File: config.mk
export PLATFORM = sky130hd
export DESIGN_NAME = agex_stage
export DESIGN_NICKNAME = d
export VERILOG_FILES = /design/src/rtl/agex_stage.sv
export SDC_FILE = /design/constraint.sdc
export NUM_CORES = 1
export LEC_CHECK = 0
export BUFFER_PORTS_ARGS = -buffer_cell sky130_fd_sc_hd__clkbuf_2
export CAP_MARGIN = 20
export CORE_MARGIN = 1.5
export CORE_UTILIZATION = 52
export DETAILED_ROUTE_END_ITERATION = 8
export PLACE_DENSITY = 0.88
export SYNTH_ARGS = -nofsm -noshare
export SYNTH_HDL_FRONTEND = slang
export SYNTH_HIERARCHICAL = 1
export SYNTH_SLANG_ARGS = --single-unit
File: constraint.sdc
create_clock -name clk -period 4.16 [get_ports clk]
set_input_delay 1.04 -clock clk [delete_from_list [all_inputs] [get_ports clk]]
set_output_delay 1.04 -clock clk [all_outputs]
set_load 0.02 [all_outputs]
File: src/rtl/agex_stage.sv
// LC-3b AGEX stage: ALU, shifter and address adder feeding the AGEX->MEM
// pipeline register, with a valid/ready handshake, stall and flush.
module agex_stage (
    input  logic        clk,
    input  logic        rst,
    input  logic        de_valid,
    output logic        de_ready,
    input  logic [15:0] de_ir,
    input  logic [15:0] de_sr1,
    input  logic [15:0] de_sr2,
    input  logic [15:0] de_npc,
    input  logic        flush,
    input  logic        mem_ready,
    output logic        agex_valid,
    output logic [15:0] agex_ir,
    output logic [15:0] agex_npc,
    output logic [15:0] agex_result,
    output logic [15:0] agex_st_data,
    output logic [2:0]  agex_dr,
    output logic        agex_ld_reg,
    output logic        agex_set_cc,
    output logic [2:0]  agex_cc
);

    typedef enum logic [3:0] {
        OP_ADD = 4'b0001,
        OP_LDB = 4'b0010,
        OP_STB = 4'b0011,
        OP_AND = 4'b0101,
        OP_LDW = 4'b0110,
        OP_STW = 4'b0111,
        OP_XOR = 4'b1001,
        OP_SHF = 4'b1101,
        OP_LEA = 4'b1110
    } opcode_e;

    logic [15:0] imm5_sext;
    logic [15:0] off6_sext;
    logic [15:0] off6_x2;
    logic [15:0] off9_x2;
    logic [15:0] op_b;
    logic [15:0] shf_out;
    logic [15:0] result_c;
    logic        ld_reg_c;
    logic        set_cc_c;
    logic [2:0]  cc_c;
    logic        load;

    assign imm5_sext = {{11{de_ir[4]}}, de_ir[4:0]};
    assign off6_sext = {{10{de_ir[5]}}, de_ir[5:0]};
    assign off6_x2   = {off6_sext[14:0], 1'b0};
    assign off9_x2   = {{6{de_ir[8]}}, de_ir[8:0], 1'b0};
    assign op_b      = de_ir[5] ? imm5_sext : de_sr2;

    Shifter u_shifter (
        .in         (de_sr1),
        .shift_ctrl (de_ir[5:0]),
        .out        (shf_out)
    );

    // Per-opcode result select and register-write / cc-update flags
    always_comb begin
        result_c = '0;
        ld_reg_c = 1'b0;
        set_cc_c = 1'b0;
        case (de_ir[15:12])
            OP_ADD: begin result_c = de_sr1 + op_b;      ld_reg_c = 1'b1; set_cc_c = 1'b1; end
            OP_AND: begin result_c = de_sr1 & op_b;      ld_reg_c = 1'b1; set_cc_c = 1'b1; end
            OP_XOR: begin result_c = de_sr1 ^ op_b;      ld_reg_c = 1'b1; set_cc_c = 1'b1; end
            OP_SHF: begin result_c = shf_out;            ld_reg_c = 1'b1; set_cc_c = 1'b1; end
            OP_LEA: begin result_c = de_npc + off9_x2;   ld_reg_c = 1'b1; end
            OP_LDB: begin result_c = de_sr1 + off6_sext; ld_reg_c = 1'b1; end
            OP_STB: begin result_c = de_sr1 + off6_sext; end
            OP_LDW: begin result_c = de_sr1 + off6_x2;   ld_reg_c = 1'b1; end
            OP_STW: begin result_c = de_sr1 + off6_x2;   end
            default: ;
        endcase
    end

    // N/Z/P from the computed result; exactly one bit set
    always_comb begin
        if (result_c[15])
            cc_c = 3'b100;
        else if (result_c == 16'h0000)
            cc_c = 3'b010;
        else
            cc_c = 3'b001;
    end

    assign de_ready = !rst && (!agex_valid || mem_ready);
    assign load     = de_valid && de_ready && !flush;

    // AGEX->MEM register: reset, then flush, then load, then consume; else hold
    always_ff @(posedge clk) begin
        if (rst) begin
            agex_valid   <= 1'b0;
            agex_ir      <= '0;
            agex_npc     <= '0;
            agex_result  <= '0;
            agex_st_data <= '0;
            agex_dr      <= '0;
            agex_ld_reg  <= 1'b0;
            agex_set_cc  <= 1'b0;
            agex_cc      <= '0;
        end else if (flush) begin
            agex_valid <= 1'b0;
        end else if (load) begin
            agex_valid   <= 1'b1;
            agex_ir      <= de_ir;
            agex_npc     <= de_npc;
            agex_result  <= result_c;
            agex_st_data <= de_sr2;
            agex_dr      <= de_ir[11:9];
            agex_ld_reg  <= ld_reg_c;
            agex_set_cc  <= set_cc_c;
            agex_cc      <= cc_c;
        end else if (agex_valid && mem_ready) begin
            agex_valid <= 1'b0;
        end
    end

endmodule

// LC-3b SHF unit: ctrl[4]=0 left; ctrl[4]=1 right, ctrl[5] selects arithmetic
module Shifter (
    input  logic [15:0] in,
    input  logic [5:0]  shift_ctrl,
    output logic [15:0] out
);

    logic [3:0] amount;

    assign amount = shift_ctrl[3:0];

    // Direction and fill selection
    always_comb begin
        out = in;
        if (!shift_ctrl[4])
            out = in << amount;
        else if (shift_ctrl[5])
            out = $signed(in) >>> amount;
        else
            out = in >> amount;
    end

endmodule

== Word-level counts from Yosys, hierarchy flattened ==
Index checks and enable logic that the tools add are counted.

* Flip-flop bits (word level): 73
* Input bits: 69

* Add/subtract/negate cells: 4
* Eq/ne operators: 9
* Shifts and indexed selects: 3
* Multiplexer cells: 10
* Bitwise gates (word level): 3
* Reductions and logical operators: 16

{| class="wikitable"
|+ Operators with widths
! cell !! count
|-
| $pmux W16 S7 || 1
|-
| $add A16 B16 Y16 || 4
|-
| $mux W16 || 3
|-
| $and A16 B16 Y16 || 1
|-
| $logic_not A16 Y1 || 1
|-
| $shl A16 B4 Y16 || 1
|-
| $shr A16 B4 Y16 || 1
|-
| $sshr A16 B4 Y16 || 1
|-
| $xor A16 B16 Y16 || 1
|-
| $eq A4 B3 Y1 const B || 3
|-
| $eq A4 B4 Y1 const B || 3
|-
| $eq A4 B2 Y1 const B || 2
|-
| $reduce_or A7 Y1 || 1
|-
| $reduce_or A2 Y1 || 3
|-
| $eq A4 B1 Y1 const B || 1
|-
| $logic_and A1 B1 Y1 || 4
|-
| $mux W1 || 4
|-
| $reduce_or A4 Y1 || 1
|-
| $logic_not A1 Y1 || 3
|-
| $mux W3 || 1
|-
| $mux W2 || 1
|-
| $reduce_and A2 Y1 || 1
|-
| $reduce_bool A2 Y1 || 1
|-
| $logic_or A1 B1 Y1 || 1
|-
| $not A1 Y1 || 1
|}

== Logic depth before layout (Yosys ltp) ==
Gate-level depths: netlist (run 1).

* Depth after elaboration: 7
* Gate-level depth with buffers: 16
* Depth with buffers taken out: 15

== By module ==
Netlist (run 1), hierarchy kept.

{| class="wikitable"
|+ By module, submodules not included
! module !! instances !! cells each !! area an instance (µm²) !! sequential area each (µm²)
|-
| agex_stage || 1 || 764 || 5891.9 || 1381.3
|-
| Shifter || 1 || 193 || 1655.3 || 0.0
|}

== Least setup slack after synthesis (run 1) ==
No wires, ideal clock.

* Path type: input -> register
* Start: input de_ir[15]
* End: register agex_cc[0]
* Library setup time: 95 ps
* Arrival: 4197 ps
* Data required time: 4065 ps
* Path slack: -132 ps
* Cell stages on the path: 15
* Cell sequence: buf_2 nor2_2 nand2_2 buf_1 mux2_2 ha_1 a21o_1 a221oi_2 o21ai_1 a31o_1 xnor2_1 o21ai_1 and4bb_1 and4_1 a221oi_1

* Longest elaborated chain between the ends: 6

{| class="wikitable"
|+ RTL lines
! item !! line !! source
|-
| start, declared || 8 || <nowiki>input logic [15:0] de_ir,</nowiki>
|-
| $eq A4 B3 Y1 / $eq A4 B2 Y1 (equally long branches) || 66 || <nowiki>case (de_ir[15:12])</nowiki>
|-
| $reduce_or A2 Y1 (no source line) || n/a ||
|-
| $pmux W16 S7 (*) || 66 ||
|-
| $logic_not A16 Y1 || 84 || <nowiki>else if (result_c == 16'h0000)</nowiki>
|-
| $mux W2 || 84 ||
|-
| $mux W3 (*) || 82 || <nowiki>if (result_c[15])</nowiki>
|-
| end signal, assigned || 104 || <nowiki>agex_cc <= '0;</nowiki>
|-
| end signal, assigned || 116 || <nowiki>agex_cc <= cc_c;</nowiki>
|-
| end, declared || 22 || <nowiki>output logic [2:0] agex_cc</nowiki>
|}

Every way passes the cells marked *; elsewhere a longest branch is shown, timed or not.
A chain may end at the register's enable or synchronous reset.

== Worst setup path after layout (run 1) ==
* Start: input de_ir[5]
* End: register agex_cc[1]

* Longest elaborated chain between the ends: 6

{| class="wikitable"
|+ RTL lines
! item !! line !! source
|-
| $mux W16, on equally long branches || 53, 140 ||
|-
| $add A16 B16 Y16, or another cell as far along || 67 || <nowiki>OP_ADD: begin result_c = de_sr1 + op_b; ld_reg_c = 1'b1; set_cc_c = 1'b1; end</nowiki>
|-
| $pmux W16 S7 (*) || 66 ||
|-
| $logic_not A16 Y1 || 84 ||
|-
| $mux W2 || 84 ||
|-
| $mux W3 (*) || 82 ||
|}

Marks and branches as above.

==> results of run 1 <==
[synthesized netlist by cell type, types with 14 or more instances]
cell type / number
a22oi_1: 18
dfxtp_1: 69
xnor2_1: 21
a21oi_1: 93
a21o_1: 16
mux2i_1: 28
nand3_1: 14
nor2_1: 62
ha_1: 62
inv_1: 21
nand2_1: 153
a211oi_1: 14
clkbuf_1: 44
o21ai_0: 43
nor3_1: 25
mux2_2: 39
[metrics by stage]
step | worst slack, ns | hold WS (ns) | std cells
final | 0.139 | 0.452 | 1328
after global routing | -0.00800 | 0.477 | 1327
after CTS | 0.0414 | 0.454 | 1325
after detailed placement | -0.321 | 0.447 | 1309
after global placement | -0.193 | 0.441 | 1309
after floorplan | 0.0200 | 0.535 | 957
[cell type report]
| class | instances | area, sq um | share of cell area |
|---|---|---|---|
| repair buffers | 241 | 1520 | 0.163 |
| multi-input cells | 799 | 5820 | 0.622 |
| flip-flops and latches | 69 | 1380 | 0.148 |
| well taps | 180 | 225 | 0.0241 |
| diodes | 1 | 2.50 | 0.000268 |
| inverters | 22 | 82.6 | 0.00883 |
| clock inverters | 7 | 98.8 | 0.0106 |
| clock buffers | 9 | 225 | 0.0241 |
[metal layers]
metal	vias up	GRT usage	share of wire	routed length (um)
met2	558	0.523	0.45	12000
li1	3938	-	-	-
met3	73	0.0890	0.12	3110
met1	3962	0.459	0.40	10500
met4	0	0.114	0.028	732
met5	-	0	0	0
[critical path, cell delays in order]
cell and delay (ns):
clkbuf_4 0.18, mux2_2 0.36, mux2_2 0.29, ha_1 0.20, inv_1 0.07, fa_1 0.21, nand3b_1 0.15, buf_4 0.13
and3b_1 0.17, o32ai_1 0.09, a211o_1 0.29, nor3_2 0.20, nand3_2 0.13, nor4_4 0.36, nand4_1 0.17, o32ai_2 0.22
[power groups by stage]
| stage | Clock [mW] | Combinational, mW | Sequential (mW) |
|---|---|---|---|
| after CTS | 0.840 | 1.05 | 0.699 |
| after global routing | 0.871 | 1.18 | 0.702 |
| final | 0.836 | 1.10 | 0.700 |
| after floorplan | 0 | 0.638 | 0.742 |
| after detailed placement | 0 | 1.04 | 0.713 |
| after global placement | 0 | 1.02 | 0.712 |
[cells by family after synthesis]
group | after synthesis | synth area share
buffers and inverters | 89 | 0.0539
AO/OA/AOI/OAI | 284 | 0.247
flip-flops | 69 | 0.183
multiplexers | 91 | 0.167
AND/OR/NAND/NOR | 332 | 0.207
adder cells (fa/ha/maj) | 65 | 0.111
XOR/XNOR | 27 | 0.0313
[how the worst max path moves through the flow]
stage | start | cells after the start | slack [ns] | to
finish | de_ir[5] | 16 | 0.14 | agex_cc[1]
global route | de_ir[5] | 17 | -0.008 | agex_cc[0]
CTS | de_ir[0] | 15 | 0.04 | agex_cc[1]
detailed placement | de_ir[0] | 15 | -0.32 | agex_cc[1]
global placement | de_ir[0] | 15 | -0.19 | agex_cc[0]
floorplan | de_ir[15] | 15 | 0.02 | agex_cc[0]
[what timing repair did]
| action | in CTS | in global routing |
|---|---|---|
| endpoints found under the setup margin | 2 | 2 |
| cloned | 0 | 0 |
| hold endpoints to repair | 0 | 0 |
| resized for setup | 1 | 20 |
| pin swaps | 0 | 5 |
| setup buffers | 0 | 2 |
==> results.md, run 1 <==
- Initial antenna violation count: 1
- IO Port Bufs: 142
- Largest net degree at the start of global routing: 63
- DR vias/cell: roughly 6.4
- Count of pins over their slew limit: 0
- Share of layout cells above drive strength 1: 0.295
- Gr usage total: 0.339
- Synth cell types: between 80 and 90
- Cell taking the most area after synthesis: dfxtp_1
- Area of placed instances: 8940 sq um
- Layout area overhead: 23.9%
- Synth top area cells: dfxtp_1, ha_1, nand2_1
- Switch Pwr: 0.945 mW
- Minimum clock period: 4.02 ns
- Static Leakage: 4.14 nW
- Post-Syn Area: 7550 sq um
- EDFF count, synth: 0
- Cts bufs inserted: 9
- Filler cell count: 1080
- Hold Fails Final Rpt: 0
- Worst hold path cell count: 2
- DR pass1 iterations: 5
- Worst r2r dst: agex_result[10]
- Detail Route Antenna Nets: 0
- Pwr/cell area: approximately 280 nW/um^2
- Vias post-DR: 8531
- Vias in the first global route: 7525
- Latest clock arrival within the worst-skew pair: 0.34 ns
- Setup crit end kind: flip-flop
- Sw frac: 0.358
- Slew @ Worst Pin: 0.978 ns
- YS warnings: 6
- HP Start: agex_st_data[6]
- Tcrit/Tclk final: 0.967
- Gpl congestion: 0.990
- Power share of the sequential group: 0.265
- Global-route wire length before repair: 39.8 mm
- Wire length per cell: 19.9 um
- FF+latch count, synth: 69
- Worst slew margin relative to its limit: 0.347
- Post-Route Utilization: 0.666
- Setup_tns: 0 ns
- Total power: 2.64 mW
- Reg2Reg Depth: 5
- Total Die Area: 15200 sq um
- Synthesized instance count: about 960
- Critical Path RT: 4.41 ns
- Most frequent cells in the layout: nand2_1, clkbuf_2, a21oi_1, buf_4, dfxtp_1
- Cell Rows: between 40 and 50
- Clock Power Share: 0.317
- Fraction of registers with async set/reset: 0
- Final Skew: 0.00549 ns
- DRT iter0 DRCs: 1129
- Reg2reg setup slack: 2.34 ns
- Post-DP HPWL: 19.9 mm
- Core area: 14000 sq um
- Finished Cell Area: 9350 sq um
- HP Class: reg -> reg
- Sequential-to-total area share from yosys stat: 0.183
- DRC: 0
- Die Ht: 123 um
- Critical Path AT: 4.27 ns
- Most common cell after layout, fill and taps aside: nand2_1
- Total of max-cap violations: 0
- Clk buf depth: 2
- # nets final: 1276
- Final setup violation count: 0
- Worst setup path class: in -> reg
- Hold-critical path endpoint: agex_st_data[6]
- CP Max Fanout: 7
- Post-synth net total: 1091
- Peak VDD IR: 0.000193 V
- Clock sinks: roughly 70
- Combinational Power Share: 0.418
- Root buf cell: clkbuf_16
- Main flop type after synthesis: dfxtp_1
- Outcome: finished, final reports clean
- Total grt overflow: 0
- Max Clk Rate: 249 MHz
- Clock Pin Slew Worst Setup and Hold Paths: 0.06 ns
- Hold-fix buffers, CTS: 0
- CP Launch Type: input port
- CTS tree: done
- Die Width: 123 um
- H-tree levels: 3
- R2r startpoint: agex_valid
- Synth top area share: 0.183
- Pint: 1.69 mW
- Initial core utilization: 0.537
- Syn avg cell area: 7.89 sq um
- Total Wirelength: ~26 mm
- # IOs: about 140
(Power assumes the default switching activity.)
==> run 2: changes to the inputs <==
--- a/config.mk
+++ b/config.mk
@@ -7,6 +7,7 @@
 export LEC_CHECK = 0
 export BUFFER_PORTS_ARGS = -buffer_cell sky130_fd_sc_hd__clkbuf_2
 export CAP_MARGIN = 20
+export CORE_ASPECT_RATIO = 0.5
 export CORE_MARGIN = 1.5
 export CORE_UTILIZATION = 52
 export DETAILED_ROUTE_END_ITERATION = 8
==> run 2 against run 1 <==
  * Wire length up 7.2%
  * Maximum frequency shrank 2.9%
  * Total power decreased by 0.99%
  * Combinational power barely moved
  * Sequential power about the same
  * Flip-flop and latch count is the same
  * Via count up 0.94%
  * Non-clock buffer count is 19 higher
  * Hold slack improved by 0.0027 ns
  * Global-route usage increased by 2.3 points
  * First-iteration DRC count shrank 5.0%
  * Final area grew 0.91%
  * Largest cell class unchanged
==> results.md, run 2 (synthesis results as in run 1) <==
- Delay-heaviest family, CP: simple AND/OR/NAND/NOR gates
- Post-DP HPWL: ~22 mm
- Hold Fails Final Rpt: 0
- Hold-fix buffers, CTS: 0
- Critical path cell sequence: clkbuf_4, buf_4, buf_4, mux2_2, ha_1, inv_1, fa_1, or3_1, nand2_1, a2111oi_1, nand4_1, nor3_1, nand3_1, nor4_2, and4_1, a221oi_1
- Worst r2r dst: agex_result[10]
- Max incr delay on CP: 0.64 ns
- Reg2Reg Depth: 5
- Slew @ Worst Pin: 0.759 ns
- Dpl ws: -0.257 ns
- Critical Path AT: 4.33 ns
- Core area: 13900 sq um
- Worst Slack Setup Final: 0.0174 ns
- Worst slew margin relative to its limit: 0.493
- HP Class: reg -> reg
- Setup crit end kind: flip-flop
- Cts bufs inserted: 9
- Antenna fix cells: 0
- DRT iter0 DRCs: 1072
- # IOs: 143
- Global-route wire length before repair: 43.1 mm
- Pwr/cell area: 277 nW/um^2
- Area of the multi-input gates: 5790 sq um
- Most frequent cells in the layout: nand2_1, clkbuf_2, buf_4
- Count of pins over their slew limit: 0
- CP Max Fanout: 6
- Minimum clock period: 4.14 ns
- Static Leakage: 4.21 nW
- DR pass1 iterations: 5
- Most common cell after layout, fill and taps aside: nand2_1
- Total of max-cap violations: 0
- Wire length per cell: 20.8 um
- Die Ht: 88.2 um
- Gpl congestion: ~1.0
- Worst hold path cell count: 2
- Total grt overflow: 0
- Largest net degree at the start of global routing: 63
- Clock Pin Slew Worst Setup and Hold Paths: approximately 0.060 ns
- Outcome: finished, final reports clean
- Critical Path RT: approximately 4.4 ns
- Most frequent CP cell: buf_4
- Final Non-Filler Cells: 1358
- Hold-critical path endpoint: agex_set_cc
- Final setup violation count: 0
- Clk buf depth: 2
- Clock sinks: ~70
- Layout area overhead: 25.0%
- CP Launch Type: input port
- Total Wirelength: around 28 mm
- Vias in the first global route: 7887
- Detail Route Antenna Nets: 0
- Peak VDD IR: 0.000216 V
- Share of layout cells above drive strength 1: 0.299
- DR vias/cell: 6.34
- CTS tree: done
- # nets final: 1295
- Vias post-DR: between 8000 and 9000
- Cells after DPL: about 1300
- Total Die Area: 15300 sq um
- Initial core utilization: 0.545
- Tcrit/Tclk final: 0.996
- Die Width: 173 um
- HP Start: agex_set_cc
- Initial antenna violation count: 0
- DRC: 0
- H-tree levels: 3
- Root buf cell: clkbuf_16
- Buf/Inv on CP: 4
- Latest clock arrival within the worst-skew pair: approximately 0.33 ns
- R2r startpoint: agex_valid
- Setup_tns: 0 ns
- Reg2reg setup slack: 2.48 ns
- Max Clk Rate: 241 MHz
- Worst setup path class: in -> reg
- Gr usage total: 0.362
- Final Skew: 0.00675 ns
- Critical Path Slowest Stage Cell: a2111oi_1
- Cell Rows: 30
- Filler cell count: 1117
- Register Area: between 1000 and 1500 sq um
- IO Port Bufs: ~140
==> run 2: what timing repair did <==
| action | 4_1_cts | 5_1_grt |
|---|---|---|
| buffers inserted | 0 | 1 |
| setup endpoints to repair | 0 | 3 |
| resized for setup | 0 | 8 |
==> run 2: per-layer routing <==
metal,global-route usage,routed length (um),vias to the layer above
li1,-,-,3963
met3,0.0694,2890,63
met2,0.553,12300,493
met1,0.513,12400,4092
met5,0,0,-
met4,0.120,688,0
==> run 2: how the worst max path moves through the flow <==
stage	from	end	depth (start not counted)
2_1_floorplan	de_ir[15]	agex_cc[0]	15
3_3_place_gp	de_ir[5]	agex_cc[0]	14
3_5_place_dp	de_ir[0]	agex_cc[0]	15
4_1_cts	de_ir[0]	agex_cc[0]	15
5_1_grt	de_ir[0]	agex_cc[1]	15
6_report	de_ir[0]	agex_cc[0]	16
==> run 2: worst min-delay path: stages (launching register included) <==
cell and delay [ns]:
dfxtp_1 0.31, nand2_1 0.05, a21oi_1 0.05
==> run 2: area by class of cell <==
type,count,area share
timing repair buffer,260,0.174
multi-input combinational,799,0.614
inverter,22,0.00875
tap,192,0.0255
clock buffer,11,0.0257
sequential,69,0.146
clock inverter,5,0.00636
==> run 2: per-stage QoR <==
step           total power, mW  hold WS [ns]  utilization  area, sq um
2_1_floorplan             1.38         0.535            -         7550
3_3_place_gp              1.77         0.442        0.657         9100
3_5_place_dp              1.78         0.447        0.657         9100
4_1_cts                   2.57         0.456        0.679         9400
5_1_grt                   2.72         0.467        0.681         9440
6_report                  2.61         0.455        0.681         9440
==> run 2: power breakdown <==
group | switching, mW | total (mW) | internal (mW) | leakage [nW]
logic | 0.635 | 1.12 | 0.487 | 3.51
clock network | 0.310 | 0.793 | 0.482 | 0.146
registers | 0.0138 | 0.699 | 0.685 | 0.561
==> run 3: changes to the inputs <==
--- a/config.mk
+++ b/config.mk
@@ -11,8 +11,8 @@
 export CORE_MARGIN = 1.5
 export CORE_UTILIZATION = 52
 export DETAILED_ROUTE_END_ITERATION = 8
-export PLACE_DENSITY = 0.88
+export GPL_TIMING_DRIVEN = 0
+export PLACE_DENSITY = 0.87
 export SYNTH_ARGS = -nofsm -noshare
 export SYNTH_HDL_FRONTEND = slang
-export SYNTH_HIERARCHICAL = 1
 export SYNTH_SLANG_ARGS = --single-unit
==> run 3 against run 2 <==
  * The run now ends with setup timing left
  * Total power increased by 1.0%
  * Hold slack improved by 0.0016 ns
  * Highest routed layer is now met5
  * Cell count rose by 0.59%
  * Largest power group unchanged
  * Die area up 3.0%
  * Utilization shrank 1.6 points
  * Register-to-register slack lost 0.49 ns
  * Critical path type unchanged
==> results.md, run 3 <==
- CTS tree: done
- # IOs: roughly 140
- Violated checks: setup timing
- Main flop type after synthesis: dfxtp_1
- Synthesized instance count: roughly 990
- Hold Fails Final Rpt: 0
- DR vias/cell: 6.70
- Total grt overflow: 0
- Filler cell count: 1257
- Outcome: finished, violations left
- Pwr/cell area: between 200 and 300 nW/um^2
- Latest clock arrival within the worst-skew pair: 0.35 ns
- Syn avg cell area: between 7 and 8 sq um
- Clock sinks: 69
- Worst slew margin relative to its limit: 0.351
- Post-synth net total: 1128
- Worst Slack Setup Final: -0.157 ns
- R2r startpoint: agex_valid
- # nets final: 1297
- EDFF count, synth: 0
- Clock Pin Slew Worst Setup and Hold Paths: ~0.060 ns
- Count of pins over their slew limit: 0
- Global-route wire length before repair: 49.1 mm
- Die Ht: 89.5 um
- Gr usage total: 0.425
- IO Port Bufs: between 100 and 150
- Initial core utilization: 0.535
- Initial antenna violation count: 1
- Total Wirelength: 34.1 mm
- Cell Rows: 31
- Max incr delay on CP: 0.30 ns
- Share of layout cells above drive strength 1: 0.277
- CP Max Fanout: 10
- Critical Path RT: about 4.4 ns
- Slew @ Worst Pin: 0.974 ns
- Reg2reg setup slack: between 1.5 and 2 ns
- Fraction of registers with async set/reset: 0
- Unrepaired setup endpoints after global routing: yes
- Worst hold path cell count: 2
- Setup crit end kind: flip-flop
- Area of the multi-input gates: 6250 sq um
- Dominant cell by count in the synthesized netlist: nand2_1
- Synth top area cells: dfxtp_1, ha_1, nand2_1
- Critical path cell sequence: buf_2, clkbuf_16, nand2_1, clkbuf_8, o21ai_2, mux2_2, ha_1, clkbuf_8, a21oi_4, o211ai_1, buf_4, a2111oi_2, nor2_1, xor2_1, a211oi_2, nand2_1, nor3_4, a311oi_2
- Hold-critical path endpoint: agex_npc[14]
- Root buf cell: clkbuf_16
- Max Clk Rate: 232 MHz
- Vias post-DR: a little over 9000
- DR pass1 iterations: 6
- DRC: 0
- Peak VDD IR: 0.000185 V
- Minimum clock period: about 4.3 ns
- Tcrit/Tclk final: 1.04
- Synth cell count leaders: nand2_1, a21oi_1, nor2_1, dfxtp_1, ha_1
- Most frequent cells in the layout: nand2_1, clkbuf_2, a21oi_1
- Core area: 14500 sq um
- Critical Path AT: 4.52 ns
- Critical Path Slowest Stage Cell: o211ai_1
- Post-Route Utilization: 0.665
- Gpl congestion: 1.05
- Setup_tns: -0.267 ns
- Reg2Reg Depth: 6
- Post-Syn Area: 7780 sq um
- Post-DP HPWL: 26.1 mm
- Largest net degree at the start of global routing: 38
- FF+latch count, synth: 69
- Worst r2r dst: agex_st_data[8]
- Register Area: ~1400 sq um
- Die Width: 176 um
- Static Leakage: 4.00 nW
- Clk buf depth: 2
- Dpl ws: -1.53 ns
- Cts bufs inserted: 9
- Synth cell types: 87
- H-tree levels: 3
- Final Skew: 0.00713 ns
- Worst setup path class: in -> reg
- HP Start: agex_npc[14]
- Cell taking the most area after synthesis: dfxtp_1
- Layout area overhead: 24.4%
- CP Launch Type: input port
- Total of max-cap violations: 0
- Total Die Area: about 16000 sq um
- Vias in the first global route: 8261
- Antenna fix cells: 0
- DRT iter0 DRCs: ~1100
- Final setup violation count: 2
- Detail Route Antenna Nets: 0
- YS warnings: 0
- Wire length per cell: 25.0 um
- Most common cell after layout, fill and taps aside: nand2_1
- Worst Hold Slack: 0.456 ns
- HP Class: reg -> reg
- Synth top area share: 0.178
- Sequential-to-total area share from yosys stat: 0.178
run 3: cell types whose count changed in the layout (fill, tap and decap cells not counted), sizes merged, moves of 7 or more:
cell / change
nor2: +18
nand2: -11
and3: -8
buf: -64
a211oi: +9
a21o: -9
xnor2: -7
xor2: +7
clkbuf: +36
nand2b: +8
a2111oi: +9
run 3: worst max path at each step:
stage | depth (start not counted) | from | slack [ns] | to
2_1_floorplan | 19 | de_ir[0] | -0.02 | agex_cc[0]
3_3_place_gp | 16 | de_ir[3] | -1.58 | agex_cc[0]
5_1_grt | 16 | de_ir[15] | -0.23 | agex_cc[0]
4_1_cts | 17 | de_ir[15] | -0.13 | agex_cc[0]
3_5_place_dp | 16 | de_ir[3] | -1.53 | agex_cc[0]
6_report | 18 | de_ir[4] | -0.16 | agex_cc[0]
run 3: stage by stage:
step | instance area (sq um) | instances | power [mW]
2_1_floorplan | 7920 | 994 | 1.41
3_3_place_gp | 8870 | 1333 | 1.74
3_5_place_dp | 8880 | 1334 | 1.75
4_1_cts | 9460 | 1355 | 2.53
5_1_grt | 9680 | 1366 | 2.72
6_report | 9680 | 1366 | 2.64
run 3: layout make-up:
class / instances / area share
Multi-Input combinational cell: 829 / 0.646
Sequential cell: 69 / 0.143
Timing Repair Buffer: 171 / 0.103
Buffer: 63 / 0.0460
Tap cell: 198 / 0.0256
Clock buffer: 9 / 0.0233
Inverter: 20 / 0.00776
Clock inverter: 7 / 0.00517
run 3: metal layers:
metal  global-route usage  part of all wire
met2                0.649              0.41
met1                0.570              0.42
met4                0.148             0.030
met3                0.134              0.14
met5                    0           0.00035
run 3: timing repair:
item | 4_1_cts | 5_1_grt
pin swaps | 20 | 26
setup endpoints to repair | 16 | 7
hold buffers | 0 | 0
resized for setup | 56 | 34
cloned | 0 | 2
setup buffers | 16 | 10
run 3: kinds of logic after synthesis:
kind of cell / after synthesis / share of synthesized area
buffers and inverters: 96 / 0.0595
adders and majority gates: 65 / 0.107
and+or+nand+nor: 354 / 0.220
DFF: 69 / 0.178
AOI/OAI and AO/OA: 295 / 0.255
xor gates and xnor gates: 27 / 0.0304
muxes: 88 / 0.150
run 3: where the power goes:
group	total [mW]	switching, mW	internal, mW
Combinational	1.20	0.720	0.477
Sequential	0.700	0.0137	0.686
Clock	0.743	0.338	0.405
Total	2.64	1.07	1.57
run 3: worst max-delay path, delay by kind of cell:
| family | cells | cell delay [ns] |
|---|---|---|
| compound gates | 6 | 1.30 |
| buf+inv | 5 | 0.94 |
| simple gates | 4 | 0.50 |
| fa+ha+maj | 1 | 0.28 |
| mux | 1 | 0.27 |
| xor+xnor | 1 | 0.18 |
